`src/rtl/reg_file_multimode_pkg.sv`:
```
// rtl/reg_file_multimode_pkg.sv - shared widths and read-mode encoding for the decode-stage register file
package reg_file_pkg;

  localparam int DEFAULT_DATA_W   = 16;
  localparam int DEFAULT_NUM_REGS = 8;

  localparam logic [1:0] MODE_NORMAL = 2'd0;
  localparam logic [1:0] MODE_ONE_OP = 2'd1;
  localparam logic [1:0] MODE_SWAP   = 2'd2;

  // A store needs its operands swapped even if the decoder also flagged one-operand.
  function automatic logic [1:0] read_mode(input logic mem_write, input logic one_operand);
    if (mem_write) begin
      return MODE_SWAP;
    end
    if (one_operand) begin
      return MODE_ONE_OP;
    end
    return MODE_NORMAL;
  endfunction

endpackage

```
`src/rtl/reg_file_multimode_if.sv`:
```
// rtl/reg_file_multimode_if.sv - control, address, write and read-data bundle of the register file
interface reg_file_multimode_if #(
  parameter int DATA_W    = 16,
  parameter int ADDR_W    = 3,
  parameter int BUF_DEPTH = 2
);

  logic                        stall;
  logic                        flush;
  logic                        one_operand;
  logic                        mem_write;
  logic [ADDR_W-1:0]           read_addr1;
  logic [ADDR_W-1:0]           read_addr2;
  logic                        reg_write;
  logic [ADDR_W-1:0]           write_addr;
  logic [DATA_W-1:0]           write_data;
  logic [DATA_W-1:0]           read_data1;
  logic [DATA_W-1:0]           read_data2;
  logic [BUF_DEPTH*DATA_W-1:0] read_data2_buf;

  modport master (
    output stall, flush, one_operand, mem_write,
    output read_addr1, read_addr2,
    output reg_write, write_addr, write_data,
    input  read_data1, read_data2, read_data2_buf
  );

  modport slave (
    input  stall, flush, one_operand, mem_write,
    input  read_addr1, read_addr2,
    input  reg_write, write_addr, write_data,
    output read_data1, read_data2, read_data2_buf
  );

endinterface

```
`src/rtl/reg_file_multimode_delay_line.sv`:
```
// rtl/reg_file_multimode_delay_line.sv - clearable shift register; slice k holds d delayed k+1 enabled edges
module reg_file_delay_line #(
  parameter int DATA_W = 16,
  parameter int DEPTH  = 2
) (
  input  logic                    clk,
  input  logic                    reset,
  input  logic                    en,
  input  logic                    clr,
  input  logic [DATA_W-1:0]       d,
  output logic [DEPTH*DATA_W-1:0] q_flat
);

  logic [DATA_W-1:0] stage_q [DEPTH];
  logic [DATA_W-1:0] stage_d [DEPTH];

  // Clear wins over hold so a flush during a stall still empties the pipe.
  always_comb begin
    for (int k = 0; k < DEPTH; k++) begin
      stage_d[k] = stage_q[k];
    end
    if (clr) begin
      for (int k = 0; k < DEPTH; k++) begin
        stage_d[k] = '0;
      end
    end else if (en) begin
      stage_d[0] = d;
      for (int k = 1; k < DEPTH; k++) begin
        stage_d[k] = stage_q[k-1];
      end
    end
  end

  always_ff @(posedge clk or negedge reset) begin
    if (!reset) begin
      for (int k = 0; k < DEPTH; k++) begin
        stage_q[k] <= '0;
      end
    end else begin
      for (int k = 0; k < DEPTH; k++) begin
        stage_q[k] <= stage_d[k];
      end
    end
  end

  for (genvar k = 0; k < DEPTH; k++) begin : g_flat
    assign q_flat[k*DATA_W +: DATA_W] = stage_q[k];
  end

endmodule

```
`src/rtl/reg_file_multimode.sv`:
```
// rtl/reg_file_multimode.sv - decode-stage register file with bypassed registered reads and operand-2 delay line
module reg_file_multimode
  import reg_file_pkg::*;
#(
  parameter int DATA_W     = DEFAULT_DATA_W,
  parameter int NUM_REGS   = DEFAULT_NUM_REGS,
  parameter int BUF_DEPTH  = 2,
  parameter int ZERO_REG   = 0,
  parameter int INIT_INDEX = 1
) (
  input  logic                  clk,
  input  logic                  reset,
  reg_file_multimode_if.slave   bus
);

  localparam int ADDR_W = (NUM_REGS > 1) ? $clog2(NUM_REGS) : 1;

  logic [DATA_W-1:0] mem_q [NUM_REGS];
  logic [DATA_W-1:0] rd1_q, rd1_d;
  logic [DATA_W-1:0] rd2_q, rd2_d;
  logic [DATA_W-1:0] op1, op2;
  logic              write_ok;

  function automatic logic addr_dead(input logic [ADDR_W-1:0] a);
    return (int'(a) >= NUM_REGS) || ((ZERO_REG != 0) && (a == '0));
  endfunction

  assign write_ok = bus.reg_write && !addr_dead(bus.write_addr);

  always_ff @(posedge clk or negedge reset) begin
    if (!reset) begin
      for (int i = 0; i < NUM_REGS; i++) begin
        mem_q[i] <= (INIT_INDEX != 0 && !(ZERO_REG != 0 && i == 0)) ? DATA_W'(i) : '0;
      end
    end else if (write_ok) begin
      mem_q[bus.write_addr] <= bus.write_data;
    end
  end

  // Write-first bypass: a read of the register being written sees the new value this cycle.
  always_comb begin
    op1 = '0;
    op2 = '0;
    if (!addr_dead(bus.read_addr1)) begin
      if (bus.reg_write && bus.write_addr == bus.read_addr1) begin
        op1 = bus.write_data;
      end else begin
        op1 = mem_q[bus.read_addr1];
      end
    end
    if (!addr_dead(bus.read_addr2)) begin
      if (bus.reg_write && bus.write_addr == bus.read_addr2) begin
        op2 = bus.write_data;
      end else begin
        op2 = mem_q[bus.read_addr2];
      end
    end
  end

  always_comb begin
    rd1_d = rd1_q;
    rd2_d = rd2_q;
    if (!bus.stall) begin
      case (read_mode(bus.mem_write, bus.one_operand))
        MODE_SWAP: begin
          rd1_d = op2;
          rd2_d = op1;
        end
        MODE_ONE_OP: begin
          rd1_d = op1;
          rd2_d = op1;
        end
        default: begin
          rd1_d = op1;
          rd2_d = op2;
        end
      endcase
    end
  end

  always_ff @(posedge clk or negedge reset) begin
    if (!reset) begin
      rd1_q <= '0;
      rd2_q <= '0;
    end else begin
      rd1_q <= rd1_d;
      rd2_q <= rd2_d;
    end
  end

  assign bus.read_data1 = rd1_q;
  assign bus.read_data2 = rd2_q;

  // Fed from the pre-edge operand 2, so slice 0 lags read_data2 by one update.
  reg_file_delay_line #(
    .DATA_W (DATA_W),
    .DEPTH  (BUF_DEPTH)
  ) u_op2_line (
    .clk    (clk),
    .reset  (reset),
    .en     (!bus.stall),
    .clr    (bus.flush),
    .d      (rd2_q),
    .q_flat (bus.read_data2_buf)
  );

endmodule

```
`src/flat_wrapper.sv`:
```
// flat-port wrapper written by rule: the top's interface ports become plain ports
module reg_file_multimode_flat import reg_file_pkg::*;
#(
  parameter int DATA_W     = DEFAULT_DATA_W,
  parameter int NUM_REGS   = DEFAULT_NUM_REGS,
  parameter int BUF_DEPTH  = 2,
  parameter int ZERO_REG   = 0,
  parameter int INIT_INDEX = 1
)
  (clk, reset, bus_stall, bus_flush, bus_one_operand, bus_mem_write, bus_read_addr1, bus_read_addr2, bus_reg_write, bus_write_addr, bus_write_data, bus_read_data1, bus_read_data2, bus_read_data2_buf);
  reg_file_multimode_if #(.DATA_W(DATA_W), .ADDR_W(3), .BUF_DEPTH(BUF_DEPTH)) bus_i ();
  input  logic clk;
  input  logic reset;
  input wire logic [$bits(bus_i.stall)-1:0] bus_stall;
  input wire logic [$bits(bus_i.flush)-1:0] bus_flush;
  input wire logic [$bits(bus_i.one_operand)-1:0] bus_one_operand;
  input wire logic [$bits(bus_i.mem_write)-1:0] bus_mem_write;
  input wire logic [$bits(bus_i.read_addr1)-1:0] bus_read_addr1;
  input wire logic [$bits(bus_i.read_addr2)-1:0] bus_read_addr2;
  input wire logic [$bits(bus_i.reg_write)-1:0] bus_reg_write;
  input wire logic [$bits(bus_i.write_addr)-1:0] bus_write_addr;
  input wire logic [$bits(bus_i.write_data)-1:0] bus_write_data;
  output wire logic [$bits(bus_i.read_data1)-1:0] bus_read_data1;
  output wire logic [$bits(bus_i.read_data2)-1:0] bus_read_data2;
  output wire logic [$bits(bus_i.read_data2_buf)-1:0] bus_read_data2_buf;
  assign bus_i.stall = bus_stall;
  assign bus_i.flush = bus_flush;
  assign bus_i.one_operand = bus_one_operand;
  assign bus_i.mem_write = bus_mem_write;
  assign bus_i.read_addr1 = bus_read_addr1;
  assign bus_i.read_addr2 = bus_read_addr2;
  assign bus_i.reg_write = bus_reg_write;
  assign bus_i.write_addr = bus_write_addr;
  assign bus_i.write_data = bus_write_data;
  assign bus_read_data1 = bus_i.read_data1;
  assign bus_read_data2 = bus_i.read_data2;
  assign bus_read_data2_buf = bus_i.read_data2_buf;
  reg_file_multimode #(.DATA_W(DATA_W), .NUM_REGS(NUM_REGS), .BUF_DEPTH(BUF_DEPTH), .ZERO_REG(ZERO_REG), .INIT_INDEX(INIT_INDEX)) u_core (.clk(clk), .reset(reset), .bus(bus_i));
endmodule
```
`config.mk`:
```
export PLATFORM = sky130hd
export DESIGN_NAME = reg_file_multimode_flat
export DESIGN_NICKNAME = d
export VERILOG_FILES = /design/src/rtl/reg_file_multimode_pkg.sv /design/src/rtl/reg_file_multimode_if.sv /design/src/rtl/reg_file_multimode_delay_line.sv /design/src/rtl/reg_file_multimode.sv /design/src/flat_wrapper.sv
export SDC_FILE = /design/constraint.sdc
export NUM_CORES = 1
export LEC_CHECK = 0
export BUFFER_PORTS_ARGS = -buffer_cell sky130_fd_sc_hd__buf_4
export CORE_ASPECT_RATIO = 0.7
export CORE_UTILIZATION = 45
export DETAILED_ROUTE_END_ITERATION = 10
export PLACE_DENSITY = 0.73
export SYNTH_ARGS = -nofsm -noshare
export SYNTH_HDL_FRONTEND = slang
export SYNTH_SLANG_ARGS = --single-unit
```
`constraint.sdc`:
```
create_clock -name clk -period 1.5 [get_ports clk]
set_input_delay 0.225 -clock clk [delete_from_list [all_inputs] [get_ports clk]]
set_output_delay 0.225 -clock clk [all_outputs]
set_load 0.02 [all_outputs]
```
* Word-level counts from Yosys, hierarchy flattened
Index checks and enable logic that the tools add are counted.
** Operators by class
- Add/sub/neg operators :: 0
- Multiply operators :: 0
- Divide/modulo/power cells :: 0
- Order comparisons :: 4
- Equal/unequal tests :: 5
- Shifts and indexed selects :: 0
- Multiplexer cells :: 25
- Bitwise gates (word level) :: 3
- Reduce and logical (&&, ||, !) cells :: 4
** Operator list (number)
- 16-bit two-way mux :: 9
- 128-bit bitwise mux :: 1
- 16-bit binary-select mux with 3-bit select :: 2
- 32-bit two-way mux :: 2
- 16-bit demux with 3-bit select :: 1
- 4-bit >= comparator (second input constant) :: 3
- 3-bit inverter with 4-bit output :: 3
- 2-bit two-way mux :: 5
- 3-bit == test :: 2
- 1-bit two-way mux :: 5
- 4-bit by 1-bit less-than comparator with 1-bit output (second input constant) :: 1
- 1-bit logical AND :: 3
- 2-bit by 1-bit == test with 1-bit output (second input constant) :: 1
- 2-bit == test (second input constant) :: 1
- 2-bit by 1-bit != test with 1-bit output (second input constant) :: 1
- 2-bit OR reduction :: 1
** Storage, ports and cells
- Register bits after elaboration :: 192
- Latch bits :: 0
- RAM bits :: 0
- ROM bits :: 0
- Bits of input ports :: 32
- Output and inout bits :: 64
- Logic and storage cells :: 53
- Memories kept :: 0

* Depth between registers and ports, before layout
Gate-level depths: netlist of run 1.
- Depth in word-level cells :: 10
- Mapped depth :: 8
- Gate-level depth less buffers :: 5

* Cells and area by module
A second synthesis of run 1 with hierarchy kept.
** Second synthesis, totals
- Cell total of the unflattened synthesis :: 767
- Area total of the unflattened synthesis :: 10327.4 um^2
** By module, submodules not included
- reg_file_multimode :: instances 1, cells each 664, area each 9003.6 um^2, seq. area each 4018.9 um^2
- reg_file_delay_line :: instances 1, cells each 103, area each 1323.8 um^2, seq. area each 800.8 um^2

* Least setup slack after synthesis of run 1
OpenSTA, ideal clock, no wires.
- Kind :: input to register
- Start point :: input port bus_read_addr1[0]
- End point :: register u_core.rd2_q[13], in the netlist u_core.bus.read_data2[13]
- Library setup time :: 0.135 ns
- Arrival time :: 1.577 ns
- Required time :: 1.365 ns
- Slack :: -0.212 ns
- Stages on the path :: 7
- Buffers on the path :: 2
- Cell sequence :: buf_2 buf_2 mux4_2 mux2i_1 nand2_1 o211ai_1 o21ai_0
** On the way
- Longest elaborated chain between the ends :: 6
- Elaborated cells on any way between the ends :: 8
- Classes of those cells :: eq/ne (1); mux (5); bitwise (1); reduce/logical (1)
** RTL lines
- from (decl) :: RTL line flat_wrapper.sv:18 : input wire logic [$bits(bus_i.read_addr1)-1:0] bus_read_addr1;
- 3-bit inverter with 4-bit output (not written as such) :: RTL line reg_file_multimode.sv:48 : op1 = mem_q[bus.read_addr1];
- 16-bit binary-select mux with 3-bit select :: RTL line reg_file_multimode.sv:48
- 16-bit two-way mux (not written as such) (2 in a row) :: RTL line reg_file_multimode.sv:48
- 16-bit two-way mux * :: RTL line reg_file_multimode.sv:45 : if (bus.reg_write && bus.write_addr == bus.read_addr1) begin
- 16-bit two-way mux * :: RTL line reg_file_multimode.sv:64 : case (read_mode(bus.mem_write, bus.one_operand))
- to (signal assigned) :: RTL line reg_file_multimode.sv:87 : rd2_q <= rd2_d;
- to (decl) :: RTL line reg_file_multimode.sv:20 : logic [DATA_W-1:0] rd2_q, rd2_d;
Every way passes the cells marked *; elsewhere a longest branch is shown, timed or not. The select of a mux whose other input is x is not followed.
A chain may end at the register's enable or synchronous reset.

* Worst setup path after layout of run 1
- Start point :: register u_core.mem_q[14] in the netlist's numbering
- End point :: register u_core.rd1_q[14], in the netlist u_core.bus.read_data1[14]
** On the way
- Longest elaborated chain between the ends :: 5
- Elaborated cells on any way between the ends :: 9
- Classes of those cells :: mux (9)
** RTL lines
- from (decl) :: RTL line reg_file_multimode.sv:18 : logic [DATA_W-1:0] mem_q [NUM_REGS];
- from (signal, indexed assignment) :: RTL line reg_file_multimode.sv:33 : mem_q[i] <= (INIT_INDEX != 0 && !(ZERO_REG != 0 && i == 0)) ? DATA_W'(i) : '0;
- from (signal, indexed assignment) :: RTL line reg_file_multimode.sv:36 : mem_q[bus.write_addr] <= bus.write_data;
- 16-bit binary-select mux with 3-bit select (on tied branches) :: RTL line reg_file_multimode.sv:48, reg_file_multimode.sv:55
- 16-bit two-way mux (on tied branches) (2 in a row) :: RTL line reg_file_multimode.sv:48, reg_file_multimode.sv:55
- 16-bit two-way mux (on tied branches) :: RTL line reg_file_multimode.sv:45, reg_file_multimode.sv:52
- 16-bit two-way mux * :: RTL line reg_file_multimode.sv:64
- to (signal assigned) :: RTL line reg_file_multimode.sv:86 : rd1_q <= rd1_d;
- to (decl) :: RTL line reg_file_multimode.sv:19 : logic [DATA_W-1:0] rd1_q, rd1_d;
Marked as above.

==> flow_summary_export.csv, run 1 <==
group,metric,value,unit
timing,hold_viol_final,0,
timing,fin_ws,-153,ps
drt,drc,0,
final_layout,fin_area,12400,µm²
floorplan,io_pins,96,
clock_network,ctsRootBufferMaster,"sky130_fd_sc_hd__clkbuf_16",
grt,global_route.usage.total,22.8,%
floorplan,placement_rows,45,
timing,rsz0062_at_grt,"yes",
final_layout,post-route-util,57.0,%
drt,drt_iter0_drc,703,
worst_setup_path,setup.worst_path.class,"flip-flop to flip-flop",
placement,pre_cts_slack,-376,ps
synth,synth_sequential_area_ratio,48.0,%
drt,routed_wirelength,25000,µm
worst_setup_path,highest_cell_delay_on_the_worst_timing_path,480,ps
clock_network,cts_tree,"done",
clock_network,clk-insertion-delay-late,440,ps
synth,synth_area_leaders,"sky130_fd_sc_hd__dfrtp_1, sky130_fd_sc_hd__mux2_2, sky130_fd_sc_hd__mux4_2, sky130_fd_sc_hd__mux2i_1, sky130_fd_sc_hd__dfstp_2",
synth,netlist.area_leader.share,44.8,%
clock_network,clock_tree.buffer_depth,2,
synth,mappedNetlistNets,779,
clock_network,ctsHtreeMaxLevel,4,
worst_setup_path,rrSetupSlack,-150,ps
min_path,timing.hold.worst.start,"bus_write_data[14]",
worst_setup_path,critPathSlowestCell,"sky130_fd_sc_hd__mux4_2",
synth,synthDominantAreaCellType,"sky130_fd_sc_hd__dfrtp_1",
final_layout,antenna_diode_count,0,
grt,grt_max_degree,51,
placement,dpl.cell_count,1115,
outcome,status,"complete, but fails checks",
drt,avgRoutedWirePerCell,21.5,µm
worst_setup_path,worstPathMaxFanout,2,
placement,placed_area,11600,µm²
final_layout,finalNetCount,901,
floorplan,chip_height,127,µm
floorplan,die_area,22900,µm²
grt,number_of_global_route_vias_before_repair,6922,
worst_setup_path,rr_endpoint,"u_core.bus.read_data1[14]",
floorplan,core,21800,µm²
timing,worst_slew_pin_slew,819,ps
timing,timing.clock.skew,10.4,ps
power_and_ir_drop,power_density_over_cell_area,1290,nW/µm²
timing,highest_clock_rate,0.605,GHz
placement,numPortBuffers,95,
worst_setup_path,nature_of_the_critical_path_endpoint,"flip-flop",
final_layout,drive_gt1_share,51.6,%
outcome,violations_in_the_final_reports,"negative setup slack",
power_and_ir_drop,p_leak,5.44,nW
drt,drtPass1Iterations,5,
worst_setup_path,data_required_time_at_the_worst_endpoint,1830,ps
synth,yosysWarnings,0,
run,maxCapViolations,0,
synth,yosys_most_used_dff,"sky130_fd_sc_hd__dfrtp_1",
grt,antenna_found_initial,0,
synth,synthesis.area_per_instance,13.4,µm²
drt,antenna_left,0,
final_layout,instances_no_fill,1164,
clock_network,clk_pin_slew_worst_paths,70,ps
min_path,whs_path_depth,2,
synth,synth.lib_cells_used.distinct,36,
placement,gpl.final_weighted_congestion,0.832,
synth,syn-cell-area,10000,µm²
synth,synth_seq_cells,192,
synth,syn-instance-count,747,
timing,finalSetupViolCount,15,
drt,via_count,7016,
worst_setup_path,timing.critical_path.cells,"mux4_2 > mux2i_2 > and2_4 > o32ai_2 > mux2_2",
worst_setup_path,worst-endpoint-arrival,1980,ps
clock_network,total_number_of_clock_tree_sinks,192,
grt,grt_first_pass_wirelength,40200,µm
min_path,worst_case_hold_path_end_point,"u_core.mem_q[126]",
timing,totalNegativeSetupSlack,-949,ps
synth,synthArstFlopShare,100,%
floorplan,floorplan.die.width,181,µm
drt,vias_per_cell,6.03,
final_layout,syn_to_final_growth,23.7,%
timing,min_clock_period_post_route,1650,ps
timing,slew-limit-headroom,45.3,%
clock_network,numCtsBuffers,17,
grt,grt.overflow.total,0,
min_path,timing.hold.worst.class,"input pin to flip-flop",
worst_setup_path,reg2reg_from,"u_core.mem_q[14]",
timing,min_period_over_period,110,%
worst_setup_path,worst_setup_path_start_kind,"flip-flop",
timing,finalMaxSlewViolations,0,
worst_setup_path,r2r.worst_path.cells,5,
synth,synth-edff-count,0,
placement,detailed_place_hpwl,17600,µm
floorplan,floorplan.initialDensity,46.1,%
power_and_ir_drop,vdd_ir_drop_max,0.766,mV
worst_setup_path,worstSetupStartpoint,"u_core.mem_q[14]",
[layer usage]
layer	GRT usage, %	vias to the layer above	share of wire (%)	wire length (µm)
li1	-	3075	-	-
met1	34.4	3614	47	11700
met2	32.9	301	45	11200
met3	5.36	26	7.7	1920
met4	6.18	0	1.1	267
met5	0	-	0	0
[worst max-delay path by stage]
stage,end,slack [ps]
2_1_floorplan,u_core.bus.read_data2[10],-90
3_3_place_gp,u_core.bus.read_data2[3],-350
3_5_place_dp,u_core.bus.read_data1[15],-380
4_1_cts,u_core.bus.read_data1[14],-160
5_1_grt,u_core.bus.read_data1[14],-220
6_report,u_core.bus.read_data1[14],-150
[worst max-delay path, delay by kind of cell (launching register included)]
kind            cells  cell delay (ps)
mux                 3              910
flops               1              390
simple gates        1              180
compound gates      1               70
[power breakdown]
group	leakage, nW	switching, mW	internal [mW]
Sequential	2.36	0.883	6.28
Clock	0.269	1.97	2.30
Combinational	2.81	1.99	2.55
[Yosys cell counts (9+ instances only)]
cell type                    n
sky130_fd_sc_hd__nand2b_1   33
sky130_fd_sc_hd__dfrtp_1   180
sky130_fd_sc_hd__nor2_1     37
sky130_fd_sc_hd__dfstp_2    12
sky130_fd_sc_hd__nand2_1    32
sky130_fd_sc_hd__a32oi_1    30
sky130_fd_sc_hd__mux2_2    129
sky130_fd_sc_hd__clkbuf_1   41
sky130_fd_sc_hd__mux2i_1    52
sky130_fd_sc_hd__buf_2      21
sky130_fd_sc_hd__mux4_2     52
sky130_fd_sc_hd__mux4_1     10
sky130_fd_sc_hd__o21ai_0    27
sky130_fd_sc_hd__o211ai_1   30
sky130_fd_sc_hd__nand3_1     9
[through the flow]
step           total power, mW  hold slack, ps
3_3_place_gp              11.3             223
2_1_floorplan             9.76           -70.6
5_1_grt                   16.7             115
4_1_cts                   15.8            98.0
6_report                  16.0             113
3_5_place_dp              11.4             222
[flip-flops by register name, summed over array words and instances, names as in the netlist]
| signal | count |
|---|---|
| u_core.bus.read_data1 | 16 |
| u_core.mem_q | 128 |
| u_core.bus.read_data2 | 16 |
| u_core.u_op2_line.q_flat | 32 |
[cells in the final DEF, fill, tap and decap left out, types with 5 or more instances in the layout]
master / instances
sky130_fd_sc_hd__nor2_1: 36
sky130_fd_sc_hd__clkbuf_16: 17
sky130_fd_sc_hd__mux2_2: 124
sky130_fd_sc_hd__nand2_2: 6
sky130_fd_sc_hd__mux2i_2: 6
sky130_fd_sc_hd__buf_4: 155
sky130_fd_sc_hd__nand2_1: 24
sky130_fd_sc_hd__nand2b_1: 30
sky130_fd_sc_hd__dfstp_2: 12
sky130_fd_sc_hd__o21ai_1: 30
sky130_fd_sc_hd__mux2i_1: 45
sky130_fd_sc_hd__o211ai_1: 30
sky130_fd_sc_hd__a32oi_1: 27
sky130_fd_sc_hd__mux2_4: 5
sky130_fd_sc_hd__mux4_2: 59
sky130_fd_sc_hd__dfrtp_1: 180
sky130_fd_sc_hd__nand3_2: 12
sky130_fd_sc_hd__buf_12: 22
[cell type report]
cell class,count,area (µm²)
timing repair buffer,179,1630
clock inverter,12,110
fill,1696,9360
sequential,192,4820
tap,282,353
inverter,1,3.75
clock buffer,20,437
multi-input combinational,478,5080
[cell families (layout without fill, tap and decap cells)]
kind of cell	Yosys count	count (layout)	share of synthesized area [%]
and+or+nand+nor	134	134	7.07
DFF	192	192	48.0
xor gates and xnor gates	6	6	0.523
muxes	243	243	33.9
buffers and inverters	77	212	3.84
AOI/OAI and AO/OA	95	95	6.69
[repair_timing]
action	CTS	global route
pin swaps	21	35
buffers inserted	4	13
hold endpoints to repair	30	0
hold buffers	1	0
gates resized for setup	30	25
endpoints found under the setup margin	16	32
No activity file was read; power rests on OpenSTA's default activity.
==> run 2: changes to the inputs <==
--- a/config.mk
+++ b/config.mk
@@ -10,6 +10,7 @@
 export CORE_UTILIZATION = 45
 export DETAILED_ROUTE_END_ITERATION = 10
 export PLACE_DENSITY = 0.73
+export SKIP_LAST_GASP = 1
 export SYNTH_ARGS = -nofsm -noshare
 export SYNTH_HDL_FRONTEND = slang
 export SYNTH_SLANG_ARGS = --single-unit
==> run 2 against run 1 <==
Compared with the run above: the flow still finishes with violations (negative setup slack); clock-buffer cell count unchanged; global-route usage unchanged; non-clock buffer count unchanged; utilization about the same; clock power about the same; routed wire length increased by 0.42%; sequential power about the same; cell area about the same; clock skew decreased by 2.0 ps; via count increased by 0.30%.
==> flow_summary_export.csv, run 2 (synthesized netlist as in run 1, its figures left out) <==
group,metric,value,unit
outcome,violations_in_the_final_reports,"negative setup slack",
min_path,worst_case_hold_path_end_point,"u_core.mem_q[62]",
drt,drt_iter0_drc,731,
min_path,timing.hold.worst.class,"input pin to flip-flop",
timing,slew-limit-headroom,44.5,%
worst_setup_path,worstPathMaxFanout,2,
floorplan,chip_height,127,µm
power_and_ir_drop,switching_power,4.87,mW
final_layout,instances_no_fill,1164,
timing,finalSetupViolCount,15,
power_and_ir_drop,sw_frac_of_total,30.4,%
worst_setup_path,critPathSlowestCell,"sky130_fd_sc_hd__mux4_2",
timing,rsz0062_at_grt,"yes",
worst_setup_path,rrSetupSlack,-170,ps
placement,dpl.cell_count,1115,
worst_setup_path,worst-endpoint-arrival,1990,ps
placement,numPortBuffers,95,
min_path,timing.hold.worst.start,"bus_write_data[14]",
drt,drc,0,
final_layout,syn_to_final_growth,23.6,%
min_path,whs_path_depth,2,
drt,drtPass1Iterations,5,
timing,hold_viol_final,0,
worst_setup_path,setup.worst_path.class,"flip-flop to flip-flop",
power_and_ir_drop,power.sequential.fraction,44.8,%
placement,placed_area,11600,µm²
power_and_ir_drop,power_report.internal_total,11.1,mW
outcome,status,"complete, but fails checks",
floorplan,core,21800,µm²
grt,grt_max_degree,51,
grt,number_of_global_route_vias_before_repair,6926,
clock_network,clock_tree.buffer_depth,2,
run,maxCapViolations,0,
floorplan,die_area,22900,µm²
final_layout,largest_register_ff_count,128,
worst_setup_path,worst_setup_path_start_kind,"flip-flop",
power_and_ir_drop,clockPowerShare,26.8,%
timing,fin_ws,-169,ps
drt,avgRoutedWirePerCell,21.6,µm
floorplan,placement_rows,45,
worst_setup_path,reg2reg_from,"u_core.mem_q[14]",
final_layout,most_common_cell_after_layout_fill_and_taps_aside,"sky130_fd_sc_hd__dfrtp_1",
clock_network,ctsRootBufferMaster,"sky130_fd_sc_hd__clkbuf_16",
power_and_ir_drop,comb_power_share,28.4,%
clock_network,clk-insertion-delay-late,440,ps
timing,highest_clock_rate,0.599,GHz
drt,routed_wirelength,25100,µm
worst_setup_path,worst-path-buf-inv,0,
final_layout,fin_area,12400,µm²
grt,grt_first_pass_wirelength,40200,µm
grt,antenna_found_initial,0,
floorplan,floorplan.die.width,181,µm
final_layout,antenna_diode_count,0,
clock_network,total_number_of_clock_tree_sinks,192,
clock_network,numCtsBuffers,17,
power_and_ir_drop,power_density_over_cell_area,1290,nW/µm²
worst_setup_path,timing.critical_path.cells,"mux4_2 > mux2i_2 > and2_4 > o32ai_2 > mux2_2",
placement,detailed_place_hpwl,17600,µm
worst_setup_path,data_required_time_at_the_worst_endpoint,1830,ps
clock_network,ctsHtreeMaxLevel,4,
timing,finalMaxSlewViolations,0,
timing,min_period_over_period,111,%
timing,worst_slew_pin_slew,831,ps
floorplan,floorplan.initialDensity,46.1,%
clock_network,clk_pin_slew_worst_paths,70,ps
timing,totalNegativeSetupSlack,-952,ps
power_and_ir_drop,p_leak,5.43,nW
final_layout,drive_gt1_share,51.6,%
final_layout,finalNetCount,901,
drt,via_count,7037,
floorplan,io_pins,96,
final_layout,commonest_cells_after_routing_fill_and_taps_aside,"sky130_fd_sc_hd__dfrtp_1, sky130_fd_sc_hd__buf_4, sky130_fd_sc_hd__mux2_2",
final_layout,largest-register,"u_core.mem_q",
worst_setup_path,critPathTopFamily,"multiplexers",
worst_setup_path,nature_of_the_critical_path_endpoint,"flip-flop",
clock_network,cts_tree,"done",
placement,gpl.final_weighted_congestion,0.832,
worst_setup_path,highest_cell_delay_on_the_worst_timing_path,480,ps
drt,antenna_left,0,
power_and_ir_drop,vdd_ir_drop_max,0.768,mV
grt,global_route.usage.total,22.8,%
power_and_ir_drop,p_total,16.0,mW
timing,min_clock_period_post_route,1670,ps
final_layout,fillCellCount,1697,
drt,vias_per_cell,6.05,
grt,grt.overflow.total,0,
worst_setup_path,r2r.worst_path.cells,5,
worst_setup_path,rr_endpoint,"u_core.bus.read_data1[14]",
timing,timing.clock.skew,8.35,ps
run 2: changes by cell type in the layout (fill, tap and decap cells not counted):
cell                      delta
sky130_fd_sc_hd__a32oi_1     +1
sky130_fd_sc_hd__a32oi_2     -1
sky130_fd_sc_hd__nand2_1     -1
sky130_fd_sc_hd__nand2_2     +1
run 2: how the worst max path moves through the flow:
stage,cells past startpoint,to,from
6_report,5,u_core.bus.read_data1[14],u_core.mem_q[14]
5_1_grt,5,u_core.bus.read_data1[14],u_core.mem_q[14]
4_1_cts,5,u_core.bus.read_data1[14],u_core.mem_q[14]
3_5_place_dp,7,u_core.bus.read_data1[15],bus_read_addr2[1]
3_3_place_gp,7,u_core.bus.read_data2[3],bus_read_addr2[1]
2_1_floorplan,8,u_core.bus.read_data2[10],bus_read_addr2[1]
run 2: routing by layer:
layer,vias to the layer above,share of wire [%],global-route usage (%)
met4,0,0.98,6.18
met3,21,7.8,5.36
met2,302,44,32.9
met5,-,0,0
met1,3639,47,34.4
li1,3075,-,-
run 2: stage by stage:
stage               util (%)  hold WS (ps)  worst slack, ps
detailed placement      53.2           222             -376
CTS                     56.1          98.0             -156
global route            57.0           115             -220
floorplan                  -         -70.6            -90.1
finish                  57.0           118             -169
global placement        53.2           223             -351
run 2: final cells by class:
type | instances | area (µm²) | area share (%)
sequential | 192 | 4820 | 38.8
clock inverter | 12 | 110 | 0.886
tap | 282 | 353 | 2.84
clock buffer | 20 | 437 | 3.52
inverter | 1 | 3.75 | 0.0302
timing repair buffer | 179 | 1630 | 13.1
multi-input combinational | 478 | 5070 | 40.8
run 2: power by group through the flow:
stage	logic (mW)	clock network, mW	registers, mW
2_1_floorplan	2.55	0	7.21
3_3_place_gp	4.09	0	7.16
3_5_place_dp	4.18	0	7.20
4_1_cts	4.31	4.37	7.12
5_1_grt	4.87	4.58	7.27
6_report	4.54	4.29	7.17
run 2: what timing repair did:
item | in CTS | in global routing
resized for setup | 29 | 26
buffers inserted | 4 | 13
setup endpoints to repair | 16 | 32
endpoints found under the hold margin | 30 | 0
pin swaps | 20 | 36
hold buffers | 1 | 0
==> run 3: changes to the inputs <==
--- a/config.mk
+++ b/config.mk
@@ -9,7 +9,7 @@
 export CORE_ASPECT_RATIO = 0.7
 export CORE_UTILIZATION = 45
 export DETAILED_ROUTE_END_ITERATION = 10
-export PLACE_DENSITY = 0.73
+export PLACE_DENSITY = 0.75
 export SKIP_LAST_GASP = 1
 export SYNTH_ARGS = -nofsm -noshare
 export SYNTH_HDL_FRONTEND = slang
==> run 3 against run 2 <==
Compared with the run above: the run still ends with negative setup slack left; routed wire length is 1.0% lower; sequential power is 0.6% lower; combinational power is 2% lower.
==> flow_summary_export.csv, run 3 (synthesized netlist as in run 1, its figures left out) <==
group,metric,value,unit
outcome,status,"complete, but fails checks",
outcome,violations_in_the_final_reports,"negative setup slack",
power_and_ir_drop,power_density_over_cell_area,1310,nW/µm²
timing,totalNegativeSetupSlack,-1020,ps
clock_network,clk_pin_slew_worst_paths,70,ps
grt,number_of_global_route_vias_before_repair,6795,
clock_network,total_number_of_clock_tree_sinks,192,
final_layout,antenna_diode_count,0,
clock_network,cts_tree,"done",
worst_setup_path,r2r.worst_path.cells,5,
min_path,timing.hold.worst.class,"input pin to flip-flop",
grt,grt_util_met1,33.8,%
timing,min_period_over_period,112,%
power_and_ir_drop,p_leak,5.39,nW
drt,routed_wirelength,24900,µm
final_layout,commonest_cells_after_routing_fill_and_taps_aside,"sky130_fd_sc_hd__dfrtp_1, sky130_fd_sc_hd__buf_4, sky130_fd_sc_hd__mux2_2",
floorplan,io_pins,96,
placement,gpl.final_weighted_congestion,0.869,
final_layout,syn_to_final_growth,22.6,%
drt,vias_per_cell,5.99,
grt,grt.overflow.total,0,
floorplan,floorplan.die.width,181,µm
timing,slew-limit-headroom,23.6,%
clock_network,clk-insertion-delay-late,440,ps
timing,timing.clock.skew,8.64,ps
floorplan,floorplan.initialDensity,46.1,%
placement,placed_area,11600,µm²
floorplan,placement_rows,45,
final_layout,fin_area,12300,µm²
placement,pre_cts_slack,-382,ps
grt,met3_usage,4.93,%
worst_setup_path,worst-endpoint-arrival,2000,ps
floorplan,chip_height,127,µm
floorplan,die_area,22900,µm²
clock_network,numCtsBuffers,17,
worst_setup_path,worstPathMaxFanout,2,
timing,fin_ws,-177,ps
floorplan,core,21800,µm²
final_layout,finalNetCount,895,
final_layout,largest_register_ff_count,128,
worst_setup_path,rrSetupSlack,-180,ps
grt,groute.layer.met2.usage,34.1,%
worst_setup_path,critPathSlowestCell,"sky130_fd_sc_hd__mux4_2",
timing,hold_viol_final,0,
grt,antenna_found_initial,0,
drt,via_count,6925,
worst_setup_path,timing.critical_path.cells,"mux4_2 > mux2i_1 > and2_4 > o32ai_1 > mux2_2",
timing,finalMaxSlewViolations,0,
clock_network,ctsRootBufferMaster,"sky130_fd_sc_hd__clkbuf_16",
placement,numPortBuffers,95,
worst_setup_path,highest_cell_delay_on_the_worst_timing_path,470,ps
worst_setup_path,nature_of_the_critical_path_endpoint,"flip-flop",
timing,highest_clock_rate,0.596,GHz
run,maxCapViolations,0,
worst_setup_path,worst_setup_path_start_kind,"flip-flop",
final_layout,largest-register,"u_core.mem_q",
min_path,whs_path_depth,2,
grt,busiest_layer,"met2",
clock_network,clock_tree.buffer_depth,2,
drt,drc,0,
clock_network,ctsHtreeMaxLevel,4,
timing,worst_slew_pin_slew,1140,ps
timing,finalSetupViolCount,15,
drt,drtPass1Iterations,5,
grt,grt_first_pass_wirelength,39700,µm
drt,antenna_left,0,
final_layout,drive_gt1_share,50.4,%
worst_setup_path,setup.worst_path.class,"flip-flop to flip-flop",
timing,min_clock_period_post_route,1680,ps
grt,global_route.usage.total,22.6,%
drt,avgRoutedWirePerCell,21.5,µm
placement,detailed_place_hpwl,17200,µm
worst_setup_path,data_required_time_at_the_worst_endpoint,1830,ps
drt,drt_iter0_drc,602,
power_and_ir_drop,vdd_ir_drop_max,0.731,mV
final_layout,most_common_cell_after_layout_fill_and_taps_aside,"sky130_fd_sc_hd__dfrtp_1",
grt,grt_max_degree,98,
timing,rsz0062_at_grt,"yes",
[run 3: path summary, 6_finish.rpt]
path,start,end
setup / recovery,u_core.mem_q[14],u_core.bus.read_data1[14]
hold / removal,bus_write_data[12],u_core.mem_q[12]
setup reg to reg,u_core.mem_q[14],u_core.bus.read_data1[14]
hold reg to reg,u_core.bus.read_data1[4],u_core.bus.read_data1[4]
max in group asynchronous,reset,u_core.mem_q[0]
min in group asynchronous,reset,u_core.bus.read_data2[14]
[run 3: layout make-up]
cell class              instances  area [µm²]
clock inverters                12         135
well taps                     282         353
flip-flops and latches        192        4820
repair buffers                173        1560
fillers                      1686        9470
clock buffers                  19         443
inverters                       1        3.75
multi-input cells             478        5000
[run 3: layer usage]
layer | up-vias | routed length, µm
li1 | 3056 | -
met4 | 0 | 99
met2 | 278 | 11300
met5 | - | 0
met3 | 7 | 1820
met1 | 3584 | 11700
[run 3: what timing repair did]
| item | 4_1_cts | 5_1_grt |
|---|---|---|
| hold endpoints to repair | 29 | 0 |
| hold buffers | 1 | 0 |
| endpoints found under the setup margin | 17 | 32 |
| pin swaps | 16 | 26 |
| buffers inserted | 4 | 5 |
| gates resized for setup | 21 | 20 |
[run 3: worst max-delay path: cells and delay by family (launching register included)]
family           cells  cell delay, ps
AND/OR/NAND/NOR      1             180
multiplexers         3             930
AO/OA/AOI/OAI        1              80
flip-flops           1             380
[run 3: power by group]
group / switching, mW / internal [mW] / total (mW)
logic: 1.98 / 2.48 / 4.46
registers: 0.857 / 6.27 / 7.13
clock network: 2.02 / 2.50 / 4.52
[run 3: per-stage QoR]
step | total power [mW] | hold slack [ps] | instances | utilization [%]
6_report | 16.1 | 117 | 1157 | 56.5
4_1_cts | 16.0 | 106 | 1152 | 56.1
2_1_floorplan | 9.76 | -70.6 | 747 | -
3_5_place_dp | 11.4 | 190 | 1116 | 53.1
3_3_place_gp | 11.3 | 188 | 1116 | 53.1
5_1_grt | 16.8 | 116 | 1157 | 56.5
